### config.mk
export PLATFORM = sky130hd
export DESIGN_NAME = bsg_mem_1rw_sync_mask_write_byte_arb2
export DESIGN_NICKNAME = d
export VERILOG_FILES = /design/src/rtl/bsg_mem_1rw_sync_mask_write_byte_arb2.sv
export SDC_FILE = /design/constraint.sdc
export NUM_CORES = 1
export LEC_CHECK = 0
export BUFFER_PORTS_ARGS = -buffer_cell sky130_fd_sc_hd__buf_4
export CAP_MARGIN = 20
export CORE_MARGIN = 4
export CORE_UTILIZATION = 39
export CTS_CLUSTER_DIAMETER = 30
export DETAILED_ROUTE_END_ITERATION = 6
export PLACE_DENSITY = 0.83
export SETUP_SLACK_MARGIN = 0.1
export SYNTH_ARGS = -nofsm -noshare
export SYNTH_HDL_FRONTEND = slang
export SYNTH_SLANG_ARGS = --single-unit
### constraint.sdc
create_clock -name clk_i -period 2.5 [get_ports clk_i]
set_clock_uncertainty 0.1 [all_clocks]
set_input_delay 0.5 -clock clk_i [delete_from_list [all_inputs] [get_ports clk_i]]
set_output_delay 0.5 -clock clk_i [all_outputs]
set_load 0.05 [all_outputs]
### src/rtl/bsg_mem_1rw_sync_mask_write_byte_arb2.sv
// bsg_mem_1rw_sync_mask_write_byte_arb2
//   Shares one single-port synchronous byte-masked RAM between two requesters.
//   Round-robin grant of at most one access per cycle. Each requester has a
//   one-entry read response slot with a valid/yumi handshake.
//
// Ports
//   clk_i, reset_i          clock, synchronous active-high reset
//   v_i/w_i/addr_i/data_i/w_mask_i   per-requester request (held until ready_o)
//   ready_o                 per-requester grant (one-hot or zero, combinational)
//   v_o/data_o/yumi_i       per-requester read response
//   mem_*_o                 drive to the RAM port
//   mem_data_i              RAM read data, valid the cycle after a read

// Per-requester response slot. A read's data appears straight from the RAM
// in the cycle after the grant (PEND); if not consumed it is parked in a
// register (FULL) until yumi.
module bsg_mem_1rw_sync_mask_write_byte_arb2_slot #(
  parameter int data_width_p = 32
) (
  input  logic                    clk_i,
  input  logic                    reset_i,
  input  logic                    rd_gnt_i,
  input  logic                    yumi_i,
  input  logic [data_width_p-1:0] mem_data_i,
  output logic                    v_o,
  output logic [data_width_p-1:0] data_o,
  output logic                    free_o
);
  typedef enum logic [1:0] {EMPTY, PEND, FULL} slot_state_e;

  slot_state_e state_r, state_n;
  logic [data_width_p-1:0] data_r;

  always_ff @(posedge clk_i) begin
    if (reset_i) state_r <= EMPTY;
    else         state_r <= state_n;
    // RAM output is only guaranteed in the PEND cycle, so grab it then.
    if (state_r == PEND) data_r <= mem_data_i;
  end

  always_comb begin
    state_n = state_r;
    case (state_r)
      EMPTY:     if (rd_gnt_i) state_n = PEND;
      PEND, FULL: begin
        if (yumi_i)              state_n = rd_gnt_i ? PEND : EMPTY;
        else if (state_r == PEND) state_n = FULL;
      end
      default:   state_n = EMPTY;
    endcase
  end

  assign v_o    = (state_r != EMPTY);
  assign data_o = (state_r == PEND) ? mem_data_i : data_r;
  // Slot can accept a new read if empty now or being drained this cycle.
  assign free_o = (state_r == EMPTY) | (v_o & yumi_i);
endmodule

module bsg_mem_1rw_sync_mask_write_byte_arb2 #(
  parameter int els_p               = 16,
  parameter int data_width_p        = 32,
  parameter int addr_width_lp       = (els_p > 1) ? $clog2(els_p) : 1,
  parameter int write_mask_width_lp = data_width_p >> 3
) (
  input  logic                                      clk_i,
  input  logic                                      reset_i,
  input  logic [1:0]                                v_i,
  input  logic [1:0]                                w_i,
  input  logic [1:0][addr_width_lp-1:0]             addr_i,
  input  logic [1:0][data_width_p-1:0]              data_i,
  input  logic [1:0][write_mask_width_lp-1:0]       w_mask_i,
  output logic [1:0]                                ready_o,
  output logic [1:0]                                v_o,
  output logic [1:0][data_width_p-1:0]              data_o,
  input  logic [1:0]                                yumi_i,
  output logic                                      mem_v_o,
  output logic                                      mem_w_o,
  output logic [addr_width_lp-1:0]                  mem_addr_o,
  output logic [data_width_p-1:0]                   mem_data_o,
  output logic [write_mask_width_lp-1:0]            mem_w_mask_o,
  input  logic [data_width_p-1:0]                   mem_data_i
);
  localparam int num_lanes_lp = 2;

  logic [num_lanes_lp-1:0] slot_free, elig;
  logic                    last_r;   // index of most recent grant
  logic                    gnt_idx;

  genvar r;
  generate
    for (r = 0; r < num_lanes_lp; r++) begin : lane
      assign elig[r] = v_i[r] & (w_i[r] | slot_free[r]) & ~reset_i;

      bsg_mem_1rw_sync_mask_write_byte_arb2_slot #(.data_width_p(data_width_p)) slot (
        .clk_i      (clk_i),
        .reset_i    (reset_i),
        .rd_gnt_i   (ready_o[r] & ~w_i[r]),
        .yumi_i     (yumi_i[r]),
        .mem_data_i (mem_data_i),
        .v_o        (v_o[r]),
        .data_o     (data_o[r]),
        .free_o     (slot_free[r])
      );
    end
  endgenerate

  // On contention favour whoever was not granted last.
  always_comb begin
    ready_o = elig;
    if (&elig) ready_o = last_r ? 2'b01 : 2'b10;
  end

  assign gnt_idx = ready_o[1];

  // last_r=1 out of reset so requester 0 wins the first contention.
  always_ff @(posedge clk_i) begin
    if (reset_i)       last_r <= 1'b1;
    else if (|ready_o) last_r <= gnt_idx;
  end

  always_comb begin
    mem_v_o      = |ready_o;
    mem_w_o      = mem_v_o & w_i[gnt_idx];
    mem_addr_o   = mem_v_o ? addr_i[gnt_idx] : '0;
    mem_data_o   = mem_w_o ? data_i[gnt_idx] : '0;
    mem_w_mask_o = mem_w_o ? w_mask_i[gnt_idx] : '0;
  end
endmodule

After elaboration in Yosys (flattened, before gate mapping)
Index checks and enable logic that the tools add are counted.
- mux-type cells: 25
- reductions and logical operators: 10
- order comparisons: 1
- equal/unequal tests: 8
- bitwise logic cells: 16
- operators with widths (cell ; count):
    $mux 32 ; 5
    $mux 4 ; 6
    $mux 2 ; 8
    $and 1x1->1 ; 9
    $pmux 2 s2 ; 2
    $ne 3x2->1 const B ; 2
    $reduce_and 2->1 ; 3
    $reduce_or 2->1 ; 3
    $eq 2x1->1 const B ; 2
    $eq 2x2->1 const B ; 2
    $logic_not 2->1 ; 2
    $mux 1 ; 4
    $ne 2x1->1 const B ; 2
    $or 1x1->1 ; 4
    $reduce_bool 2->1 ; 2
    $not 1->1 ; 3
    $lt 1x2->1 const B ; 1
- input bits: 120
- logic and storage cells: 65
- output and inout bits: 110
- register bits after elaboration: 69

Longest topological paths before layout
Gate-level depths: netlist of the first run.
- depth after elaboration: 12
- mapped depth: 8
- mapped depth without buffers: 6

Hierarchy
A second synthesis of the first run with hierarchy kept.
- cell total of the unflattened synthesis: 336
- area total of the unflattened synthesis: 4180.3 um2
- modules (own cells, without submodules) (module ; cells each ; area each (um2) ; sequential area each (um2) ; instances):
    bsg_mem_1rw_sync_mask_write_byte_arb2_slot ; 88 ; 1342.5 ; 680.7 ; 2
    bsg_mem_1rw_sync_mask_write_byte_arb2 ; 160 ; 1495.2 ; 20.0 ; 1

Worst setup path before layout of the first run
OpenSTA, ideal clock, no wires.
- path type: register to output
- start point: register lane[0].slot.state_r[0]
- end point: output mem_addr_o[0]
- setup slack: -0.758 ns
- stages on the path, launching flop included: 8
- data required time: 1.900 ns
- arrival time: 2.658 ns
- path buffers: 1
- path through: dfxtp_1 > inv_1 > ha_1 > or3_4 > and2_1 > buf_2 > nor2_1 > o21ai_1
- word-level cells in the longest chain between the ends: 11
- elaborated cells between the ends (all ways): 13
- classes of those cells: mux (4); bitwise (5); reduce/logical (4)
- ends and longest elaborated chain (what ; RTL line ; text):
    start, declared ; 31 ; slot_state_e state_r, state_n;
    start signal, assigned ; 36 ; else state_r <= state_n;
    $reduce_bool 2->1 ; 53 ; assign v_o = (state_r != EMPTY);
    $and 1x1->1 ; 56 ; assign free_o = (state_r == EMPTY) | (v_o & yumi_i);
    $or 1x1->1 * ; 56 ;
    $or 1x1->1 * ; 92 ; assign elig[r] = v_i[r] & (w_i[r] | slot_free[r]) & ~reset_i;
    $and 1x1->1 * (2 in a row) ; 92 ;
    $reduce_and 2->1 * ; 110 ; if (&elig) ready_o = last_r ? 2'b01 : 2'b10;
    $mux 2 * ; 110 ;
    via ready_o[1] ; 72 ; output logic [1:0] ready_o,
    $mux 4 (not written as such) (2 in a row) ; 124 ; mem_addr_o = mem_v_o ? addr_i[gnt_idx] : '0;
    $mux 4 * ; 124 ;
    end, declared ; 78 ; output logic [addr_width_lp-1:0] mem_addr_o,
The timed path passes the listed nets; every way through them passes the cells marked *. The select of a mux whose other input is x is not followed.

Worst setup path after layout of the first run
- start point: register lane[0].slot.state_r[1]
- end point: output mem_data_o[26]
- word-level cells in the longest chain between the ends: 12
- elaborated cells between the ends (all ways): 16
- classes of those cells: mux (6); bitwise (6); reduce/logical (4)
- ends and longest elaborated chain (what ; RTL line ; text):
    $reduce_bool 2->1 ; 53 ;
    $and 1x1->1 ; 56 ;
    $or 1x1->1 * ; 56 ;
    $or 1x1->1 * ; 92 ;
    $and 1x1->1 * (2 in a row) ; 92 ;
    $reduce_and 2->1 ; 110 ;
    $mux 2 * ; 110 ;
    $mux 1 (not written as such) (2 in a row) ; 123 ; mem_w_o = mem_v_o & w_i[gnt_idx];
    $and 1x1->1 ; 123 ;
    $mux 32 * ; 125 ; mem_data_o = mem_w_o ? data_i[gnt_idx] : '0;
    end, declared ; 79 ; output logic [data_width_p-1:0] mem_data_o,
Mark *: on every way between the ends. The rest lies on a longest branch, timed or not. The select of a mux whose other input is x is not followed.

==> results.cfg, run 1 <==
[status]
status = complete, but fails checks
violations = negative setup slack

[timing]
setup_viol = 43
worst_slew_margin_rel = 0.700
worst_slew_pin_slew_ps = 448
final-max-slew-violation-count = 0
hold_viol = 0
fin_crit_sh = 1.17
setup_slack_ps = -413
fin_crit_ps = 2910
whs_ps = 321
max_freq_mhz = 343
grt_setup_unrepaired = yes

[yosys]
synth_top_family_by_area = multiplexers
syn_avg_cell_area_sq_um = 10.0
synth_nets = 464
synth_top_area_cell = dfxtp_1
synth_compound_area_frac = 0.184
synth-adder-area-share = 0.0222
muxShareOfSynthArea = 0.219
yosys_warnings = 0
ys_seq_area_frac = 0.409
ys_ff_latch = 69
synth_area_leaders = dfxtp_1 (41%), mux2_2 (21%), a21oi_2 (7.5%)
post_synth_num_cell_types = 41
synth_simple_gate_area_frac = 0.110
synth-edff-count = 0
synth_ff_type = dfxtp_1
postSynthCellCount = 338
synth.cell_area_sq_um = 3380
synthXorXnorAreaFrac = 0
async_flop_share = 0
synth_top_area_share = 0.409

[placement]
preCtsSetupSlack_ps = -145
gp_congestion = 0.873
place_area_sq_um = 5820
dp.final_hpwl_mm = 9.61
port_buffers = 229

[detailed_routing]
drc = 0
num_vias = 4075
post_drt_wl_per_cell_um = 24.8
drt_iter0_markers = 207
first_pass_iters = 5
antenna_left = 0
via_per_inst = 5.65
routed_wl_mm = 17.9

[critical_path]
cp.required_ps = 1900
crit_path_max_incr_delay_ps = 410
critPathCaptureType = primary output
cp_num_buf_inv = 4
critPathTopFamily = buffers and inverters
start_kind = flop
reg2reg_to = lane[0].slot.state_r[0]
r2r_cells = 6
critPathSlowestCell = a32oi_4
r2r_start = lane[1].slot.state_r[1]
crit_chain = inv_2 -> ha_4 -> nor3_2 -> buf_4 -> a211oi_4 -> a32oi_4 -> clkbuf_16 -> a21oi_4 -> buf_8
path_max_fanout = 6
arrival_ps = 2310
path_class = reg2out
rrSetupSlack_ps = 400

[worst_hold_path]
holdPathStages = 2
min_from = mem_data_i[18]
hold_class = in2reg
worstHoldEndpoint = lane[0].slot.data_r[18]

[final_layout]
area_growth_pct = 117
nNetsFinal = 737
final_util = 0.880
antenna_cells = 0
fin_area_sq_um = 7340
fillCellCount = 324
drive_above_1_share = 0.711

[power]
power_mw = 8.53
leakagePower_nw = 3.24
power.ir.vdd_worst_mv = 1.25
pwr_density_cell_nw_per_um2 = 1160

[die]
die_x_um = 101
start_util = 0.405
die_area_sq_um = 10200
core_sq_um = 8340
die_y_um = 101
io_pins = 230
rows = 33

[global_routing]
grt_pass1_wl_mm = 20.2
grt_max_degree = 41
grt_pass1_vias = 4042
grtUsageTotal = 0.249
antenna_found_initial = 0
grt_overflow = 0

[run]
drv_cap = 0

[clocking]
clk_latency_ps = 330
root_buffer = clkbuf_8
numCtsBuffers = 9
cts_sinks = 69
cts_tree = built
h-tree-depth = 3
clk_pin_slew_ps = 80
cts_max_path_buffers = 2
==> metal layers <==
layer  vias up  global-route usage  wire (um)
met5         -                   0          0
met4         0              0.0971        891
met3        81              0.0810       1840
met2       287               0.484       9270
met1      1942               0.239       5910
li1       1765                   -          -
==> worst max-delay path by stage <==
stage	start	endpoint	slack (ps)	cells after the start
6_report	lane[0].slot.state_r[1]	mem_data_o[26]	-410	9
5_1_grt	lane[1].slot.state_r[1]	mem_data_o[1]	-460	8
4_1_cts	lane[1].slot.state_r[0]	mem_data_o[17]	-330	9
3_5_place_dp	w_i[1]	mem_data_o[3]	-140	8
3_3_place_gp	w_i[1]	mem_data_o[3]	-150	8
2_1_floorplan	w_i[1]	mem_data_o[10]	-440	5
==> registers in the layout, indices dropped and copies added, names as in the netlist <==
name,cells
lane.slot.state_r,4
last_r,1
lane.slot.data_r,64
==> timing repair <==
item / CTS / global route
setup endpoints to repair: 106 / 99
hold buffers: 0 / 0
resized for setup: 72 / 191
buffers inserted: 3 / 7
pin swaps: 3 / 2
gates cloned: 3 / 7
==> cells in the final DEF, fill, tap and decap left out, drive strengths merged, types with 2 or more instances in the layout <==
master,count
nand2,8
nand3,40
buf,287
nor3b,2
inv,9
or3,2
clkbuf,17
a211oi,2
bufinv,3
and2,2
dfxtp,69
ha,6
clkinv,2
a21oi,36
mux2i,2
mux2,64
nor2,5
o21ai,43
==> Yosys cell counts (all sizes together) (2+ instances only) <==
cell / n
ha: 6
or3: 2
inv: 9
clkbuf: 20
nor3b: 2
mux2: 64
buf: 11
nand3: 40
o21ai: 43
a21oi: 36
and2: 2
a211oi: 2
dfxtp: 69
nor2: 5
mux2i: 2
nand2: 8
==> kinds of logic (layout without fill, tap and decap cells) <==
kind of cell | after synthesis | in the layout
buffers and inverters | 40 | 318
AND/OR/NAND/NOR | 68 | 68
AO/OA/AOI/OAI | 89 | 89
adder cells (fa/ha/maj) | 6 | 6
multiplexers | 66 | 66
flip-flops | 69 | 69
==> worst register-to-register path, stage by stage, from the launching register on <==
cell	delay, ps
dfxtp_2	370
inv_2	80
ha_4	170
or3_4	380
a211oi_1	370
o32ai_1	220
a32o_1	310
==> per-stage QoR <==
| step | TNS, ps | cells |
|---|---|---|
| final | -15450 | 721 |
| after global routing | -17080 | 721 |
| after CTS | -10960 | 710 |
| after detailed placement | -4060 | 688 |
| after global placement | -2280 | 688 |
| after floorplan | -16150 | 338 |
==> final cells by class <==
cell class | instances | area [sq um] | share of cell area
clock inverters | 5 | 108 | 0.0147
flip-flops and latches | 69 | 1390 | 0.189
inverters | 9 | 33.8 | 0.00460
multi-input cells | 229 | 2420 | 0.329
well taps | 105 | 131 | 0.0179
repair buffers | 293 | 3120 | 0.425
clock buffers | 11 | 141 | 0.0193
==> power by group <==
group	switching, mW	leakage (nW)	total (mW)	internal [mW]
sequential	0.186	0.583	1.78	1.59
clock	0.455	0.124	1.15	0.695
combinational	3.17	2.53	5.60	2.43
total	3.81	3.24	8.53	4.71
Power figures use the tool's default switching activity.
==> run 2, diff against run 1 <==
--- a/config.mk
+++ b/config.mk
@@ -5,13 +5,14 @@
 export SDC_FILE = /design/constraint.sdc
 export NUM_CORES = 1
 export LEC_CHECK = 0
+export ABC_AREA = 1
 export BUFFER_PORTS_ARGS = -buffer_cell sky130_fd_sc_hd__buf_4
 export CAP_MARGIN = 20
 export CORE_MARGIN = 4
 export CORE_UTILIZATION = 39
 export CTS_CLUSTER_DIAMETER = 30
 export DETAILED_ROUTE_END_ITERATION = 6
-export PLACE_DENSITY = 0.83
+export PLACE_DENSITY = 0.84
 export SETUP_SLACK_MARGIN = 0.1
 export SYNTH_ARGS = -nofsm -noshare
 export SYNTH_HDL_FRONTEND = slang
==> results.cfg, run 2 <==
[placement]
dp.final_hpwl_mm = 9.66
port_buffers = 229
place_area_sq_um = 5530
gp_congestion = 0.882
placed_cells = 818
preCtsSetupSlack_ps = -41.0

[global_routing]
grtUsageTotal = 0.289
grt_pass1_wl_mm = 22.7
grt.busiest_layer = met2
antenna_found_initial = 0
use_met1 = 0.283
use_met3 = 0.0820
met2_usage = 0.536
grt_max_degree = 34
grt_pass1_vias = 4574
grt_overflow = 0

[final_layout]
regMostFlops = lane.slot.data_r
nNetsFinal = 884
drive_above_1_share = 0.533
area_growth_pct = 114
top_regs = lane.slot.data_r: 64 flops, lane.slot.state_r: 4 flops, last_r: 1 flops
antenna_cells = 0
fillCellCount = 427
fin_area_sq_um = 6960
stdcell_count = 868
largest_reg_flops = 64
final_cell_mix = nand2_1 (258), buf_4 (174), buf_6 (75)
layout_commonest_cell = nand2_1

[critical_path]
arrival_ps = 2170
cp.required_ps = 1900
critPathCaptureType = primary output
path_max_fanout = 5
path_class = reg2out
start_kind = flop

[yosys]
ys_ff_latch = 69
async_flop_share = 0
synth_ff_type = dfxtp_1
post_synth_num_cell_types = 20
yosys_warnings = 0
synth_most_common_cell = nand2_1
synthTopCellsByCount = nand2_1 (291), dfxtp_1 (69), a21oi_2 (30)
synth-edff-count = 0
synth_nets = 609
syn_avg_cell_area_sq_um = 6.73
synth_top_area_share = 0.425
postSynthCellCount = 483
ys_seq_area_frac = 0.425
synth.cell_area_sq_um = 3250
synth_top_area_cell = dfxtp_1
synth_area_leaders = dfxtp_1 (42%), nand2_1 (34%), a21oi_2 (8.1%)

[detailed_routing]
first_pass_iters = 5
routed_wl_mm = 16.5
drt_iter0_markers = 209
num_vias = 4421
post_drt_wl_per_cell_um = 19.0
via_per_inst = 5.09
drc = 0
antenna_left = 0

[power]
leakagePower_nw = 3.47
pwr_density_cell_nw_per_um2 = 851
power.ir.vdd_worst_mv = 0.871
power_mw = 5.93

[timing]
max_freq_mhz = 362
grt_setup_unrepaired = yes
hold_viol = 0
final-max-slew-violation-count = 0
fin_crit_ps = 2770
worst_slew_margin_rel = 0.866
setup_viol = 41
fin_crit_sh = 1.11
worst_slew_pin_slew_ps = 200
setup_slack_ps = -266
whs_ps = 278

[die]
die_y_um = 99.3
io_pins = 230
core_sq_um = 8180
die_area_sq_um = 9860
start_util = 0.398
die_x_um = 99.3
rows = 33

[run]
drv_cap = 0

[worst_hold_path]
hold_class = in2reg

[clocking]
root_buffer = clkbuf_8
h-tree-depth = 3
numCtsBuffers = 9
clk_pin_slew_ps = 80
cts_max_path_buffers = 2
clk_latency_ps = 350
cts_sinks = 69
cts_tree = built

[status]
violations = negative setup slack
status = complete, but fails checks
run 2: worst paths after layout:
check,startpoint,to,slack [ps],depth (start not counted)
max,lane[1].slot.state_r[1],mem_data_o[19],-270,12
min,mem_data_i[23],lane[0].slot.data_r[23],280,3
max reg2reg,lane[0].slot.state_r[1],lane[0].slot.state_r[1],660,12
min reg2reg,lane[0].slot.data_r[21],lane[0].slot.data_r[21],360,2
run 2: kinds of logic (layout without fill, tap and decap cells):
logic type,Yosys count,in the layout,synth area share
buf+inv,52,332,0.0712
compound gates,45,45,0.110
flops,69,69,0.425
fa+ha+maj,6,6,0.0231
simple gates,311,311,0.371
run 2: layout make-up:
| class | instances | area (sq um) | area share |
|---|---|---|---|
| Clock buffer | 10 | 128 | 0.0183 |
| Clock inverter | 6 | 95.1 | 0.0137 |
| Inverter | 25 | 118 | 0.0169 |
| Multi-Input combinational cell | 362 | 2140 | 0.308 |
| Sequential cell | 69 | 1390 | 0.199 |
| Tap cell | 105 | 131 | 0.0189 |
| Timing Repair Buffer | 291 | 2960 | 0.425 |
run 2: metrics by stage:
step                      setup TNS, ps   util
after floorplan                       0      -
after global placement                0  0.676
after detailed placement           -639  0.676
after CTS                         -5380  0.803
after global routing             -10640  0.852
final                             -7840  0.852
run 2: per-layer routing:
| layer | vias up | wire [um] |
|---|---|---|
| met5 | - | 0 |
| met4 | 0 | 1050 |
| met3 | 71 | 1400 |
| met2 | 256 | 8680 |
| met1 | 2059 | 5400 |
| li1 | 2035 | - |
run 2: what timing repair did:
item	CTS	global route
pin swaps	14	17
endpoints found under the setup margin	42	108
hold buffers	0	0
setup buffers	19	9
gates resized for setup	126	79
cloned	7	4
run 2: report_power, final:
part / leakage (nW) / switching (mW) / internal [mW]
sequential: 0.581 / 0.0965 / 1.45
combinational: 2.77 / 2.21 / 1.15
clock: 0.111 / 0.459 / 0.573
run 2: worst max-delay path, cell delays in order (launching register included):
cell and delay [ps]:
dfxtp_2 330, inv_2 90, ha_4 160, nor2_4 40
a21oi_4 160, nand2_4 90, buf_12 130, nand2_8 50
nand3_4 100, buf_12 160, buf_12 140, a21oi_4 160
buf_6 180
